## src/rtl/rat_pkg.sv

```systemverilog
// ============================================================================
// rat_pkg : shared constants and encodings for the return-address stack
// Rev 1.0 : initial release
// ============================================================================
`default_nettype none

package rat_pkg;

   localparam int RAT_AW    = 10;
   localparam int RAT_DEPTH = 32;
   localparam int RAT_CW    = $clog2(RAT_DEPTH) + 1;

   // Program-counter source select, shared with the sequencer's PC mux.
   typedef enum logic [1:0] {
      PC_SEL_INC    = 2'd0,
      PC_SEL_BRANCH = 2'd1,
      PC_SEL_STACK  = 2'd2,
      PC_SEL_VECTOR = 2'd3
   } pc_sel_e;

   function automatic int cnt_width(input int depth);
      return $clog2(depth) + 1;
   endfunction

endpackage

`default_nettype wire

```

## src/rtl/stack_ptr.sv

```systemverilog
// ============================================================================
// stack_ptr : saturating up/down entry counter with empty/full/sticky-error
// Rev 1.0 : initial release
// ============================================================================
`default_nettype none

module stack_ptr
   import rat_pkg::*;
#(
   parameter int DEPTH = RAT_DEPTH,
   parameter int CW    = cnt_width(DEPTH)
) (
   input  logic          clk_i,
   input  logic          rst_i,
   input  logic          push_i,
   input  logic          pop_i,
   output logic [CW-1:0] count_o,
   output logic          empty_o,
   output logic          full_o,
   output logic          err_o
);

   logic [CW-1:0] count_q, count_d;
   logic          err_q, err_d;

   assign empty_o = (count_q == '0);
   assign full_o  = (count_q == CW'(DEPTH));
   assign count_o = count_q;
   assign err_o   = err_q;

   always_comb begin
      count_d = count_q;
      err_d   = err_q;
      if (push_i && pop_i) begin
         // Simultaneous push/pop is a replace; on an empty stack it degrades to a push.
         if (empty_o) begin
            count_d = count_q + CW'(1);
         end
      end else if (push_i) begin
         if (full_o) begin
            err_d = 1'b1;
         end else begin
            count_d = count_q + CW'(1);
         end
      end else if (pop_i) begin
         if (empty_o) begin
            err_d = 1'b1;
         end else begin
            count_d = count_q - CW'(1);
         end
      end
   end

   always_ff @(posedge clk_i) begin
      if (rst_i) begin
         count_q <= '0;
         err_q   <= 1'b0;
      end else begin
         count_q <= count_d;
         err_q   <= err_d;
      end
   end

endmodule

`default_nettype wire

```

## src/rtl/ret_addr_stack.sv

```systemverilog
// ============================================================================
// ret_addr_stack : CALL/RET return-address LIFO with combinational top read
// Rev 1.0 : initial release
// ============================================================================
`default_nettype none

module ret_addr_stack
   import rat_pkg::*;
#(
   parameter int DEPTH = RAT_DEPTH,
   parameter int AW    = RAT_AW
) (
   input  logic                        CLK,
   input  logic                        RST,
   input  logic                        PUSH,
   input  logic                        POP,
   input  logic [AW-1:0]               DIN,
   output logic [AW-1:0]               FROM_STACK,
   output logic                        EMPTY,
   output logic                        FULL,
   output logic [cnt_width(DEPTH)-1:0] COUNT,
   output logic                        ERR
);

   localparam int CW = cnt_width(DEPTH);
   localparam int IW = $clog2(DEPTH);

   logic [AW-1:0] mem_q [DEPTH];

   logic [IW-1:0] w_cnt_lo;
   logic [IW-1:0] w_top_idx;
   logic [IW-1:0] w_wr_idx;
   logic          w_replace;
   logic          w_wr_en;

   stack_ptr #(
      .DEPTH (DEPTH),
      .CW    (CW)
   ) u_ptr (
      .clk_i   (CLK),
      .rst_i   (RST),
      .push_i  (PUSH),
      .pop_i   (POP),
      .count_o (COUNT),
      .empty_o (EMPTY),
      .full_o  (FULL),
      .err_o   (ERR)
   );

   // At COUNT==DEPTH the low bits wrap to 0, so top index still lands on DEPTH-1.
   assign w_cnt_lo  = COUNT[IW-1:0];
   assign w_top_idx = w_cnt_lo - IW'(1);
   assign w_replace = PUSH & POP & ~EMPTY;
   assign w_wr_en   = ~RST & PUSH & (POP | ~FULL);
   assign w_wr_idx  = w_replace ? w_top_idx : w_cnt_lo;

   always_ff @(posedge CLK) begin
      if (w_wr_en) begin
         mem_q[w_wr_idx] <= DIN;
      end
   end

   assign FROM_STACK = EMPTY ? '0 : mem_q[w_top_idx];

endmodule

`default_nettype wire

```

## config.mk

```make
export PLATFORM = sky130hd
export DESIGN_NAME = ret_addr_stack
export DESIGN_NICKNAME = d
export VERILOG_FILES = /design/src/rtl/rat_pkg.sv /design/src/rtl/stack_ptr.sv /design/src/rtl/ret_addr_stack.sv
export SDC_FILE = /design/constraint.sdc
export NUM_CORES = 1
export LEC_CHECK = 0
export BUFFER_PORTS_ARGS = -buffer_cell sky130_fd_sc_hd__buf_2
export CAP_MARGIN = 10
export CORE_UTILIZATION = 55
export CTS_CLUSTER_DIAMETER = 200
export CTS_CLUSTER_SIZE = 30
export DETAILED_ROUTE_END_ITERATION = 6
export MAX_ROUTING_LAYER = met4
export PLACE_DENSITY_LB_ADDON = 0.3
export SLEW_MARGIN = 5
export SYNTH_ARGS = -nofsm -noshare
export SYNTH_HDL_FRONTEND = slang
export SYNTH_HIERARCHICAL = 1
export SYNTH_SLANG_ARGS = --single-unit
```

## constraint.sdc

```tcl
create_clock -name CLK -period 8.15 [get_ports CLK]
set_input_delay 1.63 -clock CLK [delete_from_list [all_inputs] [get_ports CLK]]
set_output_delay 1.63 -clock CLK [all_outputs]
set_load 0.01 [all_outputs]
```

==> results.txt, run 1 <==
Met3 GRT Util: 3.72%
GP Congestion: 0.840
Total setup buffers inserted after CTS: 0
Worst min path class: flop to flop
CTS tree: built
Mean Syn Cell Area: 18.1 sq um
Met1 GRT Util: 31.8%
Clk_skew: 30.5 ps
Path depth of the worst reg2reg path: 7
Grt met2 use: 39.2%
Clock sinks: 327
Die width: 158 microns
Hold_buf cts: 0
Top delay family on crit path: buffers and inverters
Sequential share of the synthesized area: 72.8%
Worst Hold Depth: 2
Setup violations, final: 0
Synth warnings: 6
Unique masters post-synth: 52
Dpl ws: 2140 ps
Max_cap viols: 0
Worst slew pin tran: 1180 ps
Yosys top cell area share: 71.7%
P&R area growth vs syn: 6.20%
Buf+Inv Stages, Crit Path: 3
Utilization after layout: 60.1%
Min cycle time layout: 6490 ps
Leakage power: 4.52 nW
Commonest non-fill, non-tap cell in the layout: edfxtp_1
Layout cell share with drive strength beyond 1: 23.3%
Max Clock Freq: 0.154 GHz
Std cell rows: 56
1st-pass router iterations: 5
Post-route DRC: 0
Final worst path period share: 79.6%
Fillers: 1718
IR drop worst, VDD: 0.000221 V
DP Area: 13800 sq um
CP Capture Type: output port
Clock root cell: clkbuf_16
Final nets: 771
Io pins: 33
Initial Util: 56.6%
CP Data Required Time: 6520 ps
Design area: 14200 sq um
Grt peak-use layer: met2
Ranking of synthesized cells by area: edfxtp_1, mux2_2, mux4_2
Core Area: 23700 sq um
Drt initial violations: 812
Worst EP arrival: 4860 ps
Critical path's slowest cell: xor2_4
Clock transition at path regs: 110 ps
Vias in the first global route: 6892
Final ANT Viol Nets: 0
ANT cells: 0
Final hold vios: 0
Mapped cell area: 13400 sq um
Crit path kind: flop to output port
Syn Nets: 756
Syn Inst Count: 738
Yosys top cell by area: edfxtp_1
Synthesis-stage register bit count: 327
Crit path cell chain: inv_2 -> ha_4 -> xor2_4 -> buf_4 -> mux4_2 -> mux2i_1 -> o22ai_1 -> or3_1 -> buf_2
Clock Tree Buf Depth: 3
Total Power: 0.00495 W
Post-synth ARST share: 0%
Half-perimeter wire length after placement: 16900 microns
Most frequent cells in the layout: edfxtp_1, mux2_2, o22ai_1, nor2_1, buf_2
Main flop type after synthesis: edfxtp_1
IO buf count: 32
First-pass GRT wire length: 41900 microns
R2R setup slack: 3890 ps
Worst Path Max Fanout: 26
CTS resizes: 0
Grt ovf: 0
Number of synthesized flops with an enable pin: 320
Num CTS Buffers: 14
Wire per inst: 26.0 microns
Setup_tns: 0 ps
Status: finished, final reports clean
Largest net degree at the start of global routing: 67
Die H: 158 microns
WL final: 28100 microns
Max-slew violations: 0
GRT Resource Usage Total: 24.2%
Initial antenna violation count: 0
Levels on crit path: 9
CP peak stage delay: 660 ps
Max transition margin: 21.2%
Clk Latency, worst-skew pair: 510 ps
Startpoint types: flop
Pwr Density: 348 nW/um^2
Total number of vias: 6841
Vias per cell: 6.33
RSZ-0062 raised after global routing: no
Fin worst setup slack: 1660 ps
H-tree lvl count: 1
Die Footprint: 25000 sq um
## worst min-delay path: cells and delay by family (launching register included)
family,cells,cell delay (ps)
flip-flops,1,350
AO/OA/AOI/OAI,1,40
AND/OR/NAND/NOR,1,70
## synthesized netlist by cell type, types with 2 or more instances
master / count
a211oi_1: 2
a21o_1: 2
a21oi_1: 9
a22oi_1: 5
buf_2: 13
buf_6: 6
clkbuf_1: 19
dfxtp_1: 7
edfxtp_1: 320
ha_1: 4
inv_1: 5
mux2_1: 3
mux2_2: 80
mux2i_1: 22
mux4_1: 9
mux4_2: 31
nand2_1: 14
nand2_2: 2
nand2b_1: 4
nand3_1: 5
nand3b_1: 4
nand4_1: 2
nor2_1: 44
nor2b_1: 6
nor3_1: 24
nor3b_1: 2
o21ai_0: 4
o22ai_1: 51
o32a_1: 2
or3_1: 12
xnor2_1: 3
xor2_1: 2
## report_power, final
| part | leakage [nW] | total, W | internal (W) | switching (W) |
|---|---|---|---|---|
| clock network | 0.198 | 0.000827 | 0.000349 | 0.000478 |
| registers | 2.94 | 0.00199 | 0.00192 | 0.0000715 |
| logic | 1.39 | 0.00214 | 0.000925 | 0.00121 |
| total | 4.52 | 0.00495 | 0.00319 | 0.00176 |
## metrics by stage
stage	hold WS [ps]	std cells
global placement	455	1056
floorplan	505	738
CTS	487	1080
detailed placement	460	1056
finish	491	1080
global route	545	1080
## registers in the layout, indices dropped and copies added, names as in the netlist
| name | flops |
|---|---|
| mem_q | 320 |
| u_ptr/count_o | 6 |
| u_ptr/err_o | 1 |
## final timing paths
path | start | end
worst max register to register | u_ptr/count_o[2] | mem_q[8][4]
worst min-delay path | u_ptr/err_o | u_ptr/err_o
worst max-delay path | u_ptr/count_o[0] | FROM_STACK[1]
worst min register to register | u_ptr/err_o | u_ptr/err_o
## cell type report
class | count | area (sq um) | share of cell area (%)
repair buffers | 38 | 205 | 1.44
inverters | 6 | 22.5 | 0.158
multi-input cells | 366 | 3440 | 24.2
well taps | 319 | 399 | 2.81
clock inverters | 1 | 5.00 | 0.0352
flip-flops and latches | 327 | 9750 | 68.5
clock buffers | 23 | 405 | 2.85
## cells by family (layout without fill, tap and decap cells)
group / after synthesis / count (layout) / share of synthesized area, %
compound gates: 84 / 84 / 4.16
xor+xnor: 6 / 6 / 0.449
fa+ha+maj: 4 / 4 / 0.374
buf+inv: 45 / 68 / 1.72
flops: 327 / 327 / 72.8
mux: 145 / 145 / 15.6
simple gates: 127 / 127 / 4.90
## per-layer routing
layer | wire length (microns) | vias up
li1 | - | 2997
met1 | 11300 | 3492
met2 | 13700 | 295
met3 | 2230 | 57
met4 | 865 | 0
met5 | 0 | -
Note: power is estimated with default switching activity, not from simulation.
==> inputs of run 2 (changes only) <==
clock period = 6.45 ns   (was 8.15 ns; I/O delays follow)
==> results.txt, run 2 (synthesis gave the netlist of run 1 again) <==
Status: finished, final reports clean
Final hold vios: 0 (unchanged)
Largest net degree at the start of global routing: 47 (-30%)
Max Clock Freq: 0.175 GHz
CTS tree: built
Largest Register: mem_q
H-tree lvl count: 1 (unchanged)
Io pins: 33 (unchanged)
Die Footprint: 25000 sq um (unchanged)
Initial Util: 56.6% (unchanged)
Half-perimeter wire length after placement: 16500 microns (-2.0%)
CTS resizes: 0 (unchanged)
Total Power: 0.00627 W (+27%)
Final nets: 768 (-0.39%)
Design area: 14200 sq um (about the same)
Utilization after layout: 60.0% (about the same)
Die width: 158 microns (unchanged)
CP peak stage delay: 640 ps (-20 ps)
Num CTS Buffers: 14 (unchanged)
Final std cells w/o fill: 1075 (-0.46%)
Clock sinks: 327 (unchanged)
Drt initial violations: 685 (-16%)
Reg-to-Reg Start: u_ptr/count_o[2]
First-pass GRT wire length: 40900 microns (-2.5%)
Final ANT Viol Nets: 0 (unchanged)
Hold_sp: u_ptr/err_o
Wire per inst: 25.4 microns (-2.3%)
Clock Tree Buf Depth: 3 (unchanged)
RSZ-0062 raised after global routing: no
WL final: 27300 microns (-2.7%)
CP Capture Type: output port
Max-slew violations: 0 (unchanged)
Max transition margin: 22.7% (+1.4 points)
R2R Path End: mem_q[16][1]
Clk_skew: 11.3 ps (-19.2 ps)
Layout cell share with drive strength beyond 1: 23.0% (-0.21 points)
Initial antenna violation count: 1 (+1)
Crit path kind: flop to output port
Hold Crit Endpoint: u_ptr/err_o
Clock root cell: clkbuf_16
Std cell rows: 56 (unchanged)
Clk Latency, worst-skew pair: 500 ps (about the same)
Vias in the first global route: 6772 (-1.7%)
Met2 WL post-DR: 13700 microns (+0.28%)
Vias per cell: 6.31 (-0.40%)
IR drop worst, VDD: 0.000286 V (+30%)
Total setup buffers inserted after CTS: 0 (unchanged)
P&R area growth vs syn: 6.16% (about the same)
CP Data Required Time: 5160 ps (-1360 ps)
Worst EP arrival: 4430 ps (-430 ps)
Path depth of the worst reg2reg path: 7 (unchanged)
GRT Resource Usage Total: 23.3% (-0.87 points)
R2R setup slack: 2200 ps (-1690 ps)
Max layer used: met4
Worst Path Max Fanout: 31 (+19%)
GP Congestion: 0.835 (-0.54%)
Fillers: 1739 (+1.2%)
Startpoint types: flop
Critical path's slowest cell: dfxtp_1
Setup_tns: 0 ps (unchanged)
Grt ovf: 0 (unchanged)
Worst min path class: flop to flop
Pwr Density: 441 nW/um^2 (+27%)
Final worst path period share: 88.7%
Worst slew pin tran: 1160 ps (-21.6 ps)
Leakage power: 4.51 nW (-0.25%)
Die H: 158 microns (unchanged)
Met1 Wirelength: 11400 microns (+0.65%)
Post-route DRC: 0 (unchanged)
Crit path cell chain: inv_2 -> ha_4 -> xor2_4 -> buf_12 -> mux4_1 -> mux2i_1 -> o22ai_1 -> or3_1 -> buf_2
Core Area: 23700 sq um (unchanged)
Commonest non-fill, non-tap cell in the layout: edfxtp_1
Max reg flops: 320 (unchanged)
Worst Hold Depth: 2 (unchanged)
Most frequent cells in the layout: edfxtp_1, mux2_2, o22ai_1, nor2_1, buf_2
DP Area: 13800 sq um (about the same)
Min cycle time layout: 5720 ps
1st-pass router iterations: 5 (unchanged)
Total number of vias: 6782 (-0.86%)
Setup violations, final: 0 (unchanged)
Placed cells: 1053 (-0.28%)
Max_cap viols: 0 (unchanged)
Clock transition at path regs: 110 ps (about the same)
IO buf count: 32 (unchanged)
Met3 routed WL: 1620 microns (-27%)
Hold_buf cts: 0 (unchanged)
-- run 2: cell types whose count changed in the layout (fill, tap and decap cells not counted), sizes merged --
cell | previous run | this run
diode | 0 | 1
clkbuf | 23 | 20
buf | 38 | 35
-- run 2: layout make-up --
cell class / count / area (sq um) / share of cell area (%)
Multi-Input combinational cell: 366 / 3440 / 24.2
Inverter: 6 / 22.5 / 0.158
Clock buffer: 20 / 394 / 2.77
Antenna cell: 1 / 2.50 / 0.0176
Timing Repair Buffer: 35 / 208 / 1.46
Clock inverter: 1 / 5.00 / 0.0352
Tap cell: 319 / 399 / 2.81
Sequential cell: 327 / 9750 / 68.6
-- run 2: worst max-delay path: cells and delay by family, from the launching register on --
family                   cells  cell delay, ps
XOR/XNOR                     1             540
adder cells (fa/ha/maj)      1             350
multiplexers                 2             840
AO/OA/AOI/OAI                1             220
flip-flops                   1             640
buffers and inverters        3             920
AND/OR/NAND/NOR              1             410
-- run 2: where the power goes --
group	leakage [nW]	internal [W]	switching (W)	total [W]
clock	0.195	0.000434	0.000596	0.00103
sequential	2.94	0.00242	0.0000911	0.00251
combinational	1.38	0.00119	0.00153	0.00272
-- run 2: worst max path at each step --
stage | start | endpoint | slack [ps] | cells after the start
4_1_cts | u_ptr/count_o[0] | FROM_STACK[1] | 650 | 9
5_1_grt | u_ptr/count_o[0] | FROM_STACK[1] | 420 | 9
3_3_place_gp | u_ptr/count_o[0] | FROM_STACK[2] | 1320 | 9
3_5_place_dp | u_ptr/count_o[0] | FROM_STACK[1] | 1200 | 9
6_report | u_ptr/count_o[0] | FROM_STACK[9] | 730 | 9
2_1_floorplan | u_ptr/count_o[0] | FROM_STACK[1] | 2160 | 11
-- run 2: metrics by stage --
step                worst slack [ps]  hold WS, ps
floorplan                       2160          505
global route                     418          563
global placement                1320          443
CTS                              651          530
finish                           728          534
detailed placement              1200          506
-- run 2: metal layers --
metal  vias to the layer above  GRT usage [%]
li1                       2991              -
met1                      3509           31.3
met2                       243           38.9
met3                        39           2.74
met4                         0           5.08
met5                         -              -
==> inputs of run 3 (changes only) <==
BUFFER_PORTS_ARGS = default   (was -buffer_cell sky130_fd_sc_hd__buf_2)
DONT_BUFFER_PORTS = 1   (was default)
==> results.txt, run 3 (synthesis gave the netlist of run 1 again) <==
Status: finished, final reports clean
Largest Register: mem_q
P&R area growth vs syn: 4.95%
Final hold vios: 0 (unchanged)
Max transition margin: 9.45% (-13 points)
Die width: 158 microns (unchanged)
Worst hold margin: 615 ps (+81.3 ps)
Setup_tns: 0 ps (unchanged)
Clock Tree Buf Depth: 3 (unchanged)
RSZ-0062 raised after global routing: no
Max Clock Freq: 0.185 GHz (+6.1%)
Vias in the first global route: 6593 (-2.6%)
Die Footprint: 25000 sq um (unchanged)
Most frequent cells in the layout: edfxtp_1, mux2_2, o22ai_1, nor2_1, mux4_2
Final ANT Viol Nets: 0 (unchanged)
CP Data Required Time: 5160 ps (about the same)
Worst Hold Depth: 2 (unchanged)
WL final: 28700 microns (+4.9%)
Post-route DRC: 0 (unchanged)
Drt initial violations: 812 (+19%)
Total number of vias: 6860 (+1.2%)
Max_cap viols: 0 (unchanged)
Worst EP arrival: 4100 ps (-330 ps)
Core Area: 23700 sq um (unchanged)
Pwr Density: 436 nW/um^2 (-1.1%)
IR drop worst, VDD: 0.000282 V (-1.5%)
Clock root cell: clkbuf_16
Leakage power: 4.38 nW (-3.0%)
Initial antenna violation count: 0 (-1)
Total setup buffers inserted after CTS: 0 (unchanged)
Worst Path Max Fanout: 61 (+97%)
GP Congestion: 0.832 (-0.41%)
Path depth of the worst reg2reg path: 9 (+2)
Clk_skew: 15.3 ps (+4.02 ps)
Final nets: 740 (-3.6%)
Initial Util: 56.6% (unchanged)
CTS resizes: 0 (unchanged)
Half-perimeter wire length after placement: 17800 microns (+7.6%)
Clock transition at path regs: 100 ps (about the same)
Reg-to-Reg Start: u_ptr/count_o[1]
Startpoint types: flop
R2R setup slack: 1970 ps (-230 ps)
Setup violations, final: 0 (unchanged)
CTS tree: built
Largest net degree at the start of global routing: 62 (+32%)
Worst slew pin tran: 1350 ps (+198 ps)
Wire per inst: 27.4 microns (+7.9%)
Std cell rows: 56 (unchanged)
Crit path kind: flop to output port
R2R Path End: mem_q[30][2]
Worst min path class: flop to flop
Final worst path period share: 83.6% (-5.1 points)
Commonest non-fill, non-tap cell in the layout: edfxtp_1
Clk Latency, worst-skew pair: 510 ps (about the same)
Vias per cell: 6.56 (+4.1%)
H-tree lvl count: 1 (unchanged)
Layout cell share with drive strength beyond 1: 20.1% (-2.9 points)
1st-pass router iterations: 5 (unchanged)
Grt ovf: 0 (unchanged)
ANT cells: 0 (-1)
Max-slew violations: 0 (unchanged)
Hold_sp: u_ptr/err_o
GRT Resource Usage Total: 24.3% (+0.96 points)
Hold Crit Endpoint: u_ptr/err_o
IO buf count: 0 (-100%)
Hold_buf cts: 0 (unchanged)
CP Capture Type: output port
Max reg flops: 320 (unchanged)
Fillers: 1722 (-0.98%)
First-pass GRT wire length: 42100 microns (+2.8%)
Die H: 158 microns (unchanged)
Io pins: 33 (unchanged)
Min cycle time layout: 5390 ps (-331 ps)
Clock sinks: 327 (unchanged)
Num CTS Buffers: 14 (unchanged)
-- run 3: power breakdown --
group | leakage, nW | internal, W | switching [W]
Clock | 0.193 | 0.000432 | 0.000603
Sequential | 2.94 | 0.00242 | 0.0000711
Combinational | 1.25 | 0.00108 | 0.00152
Total | 4.38 | 0.00393 | 0.00219
-- run 3: area by class of cell --
class / instances / area, sq um / area share [%]
clock inverters: 1 / 5.00 / 0.0356
clock buffers: 19 / 390 / 2.78
well taps: 319 / 399 / 2.84
multi-input cells: 366 / 3440 / 24.5
inverters: 6 / 22.5 / 0.160
flip-flops and latches: 327 / 9750 / 69.4
repair buffers: 7 / 52.6 / 0.374
-- run 3: routing by layer --
layer  up-vias  part of all wire [%]  track usage [%]  wire [microns]
met2       344                    48             38.5           13800
met1      3536                    41             33.1           11600
met5         -                     0                -               0
li1       2933                     -                -               -
met4         0                   2.3             6.14             657
met3        47                   8.8             4.02            2510
-- run 3: per-stage QoR --
stage | util (%) | area, sq um | total power (W) | setup slack, ps | cells
floorplan | - | 13400 | 0.00450 | 2160 | 738
global placement | 57.7 | 13700 | 0.00505 | 1640 | 1024
detailed placement | 57.7 | 13700 | 0.00510 | 1560 | 1024
CTS | 59.3 | 14000 | 0.00610 | 1020 | 1044
global route | 59.4 | 14100 | 0.00633 | 890 | 1045
finish | 59.4 | 14100 | 0.00613 | 1060 | 1045
-- run 3: worst max-delay path: stages, from the launching register on --
cell	delay (ps)
dfxtp_1	330
inv_2	570
ha_4	830
buf_4	590
mux2_2	390
o22ai_1	260
nor3_1	140
or3_1	410
-- run 3: how the worst max path moves through the flow --
stage | startpoint | to | slack, ps
6_report | u_ptr/count_o[0] | FROM_STACK[1] | 1060
5_1_grt | u_ptr/count_o[0] | FROM_STACK[5] | 890
4_1_cts | u_ptr/count_o[0] | FROM_STACK[5] | 1020
3_5_place_dp | u_ptr/count_o[0] | FROM_STACK[5] | 1560
3_3_place_gp | u_ptr/count_o[0] | FROM_STACK[1] | 1640
2_1_floorplan | u_ptr/count_o[0] | FROM_STACK[1] | 2160
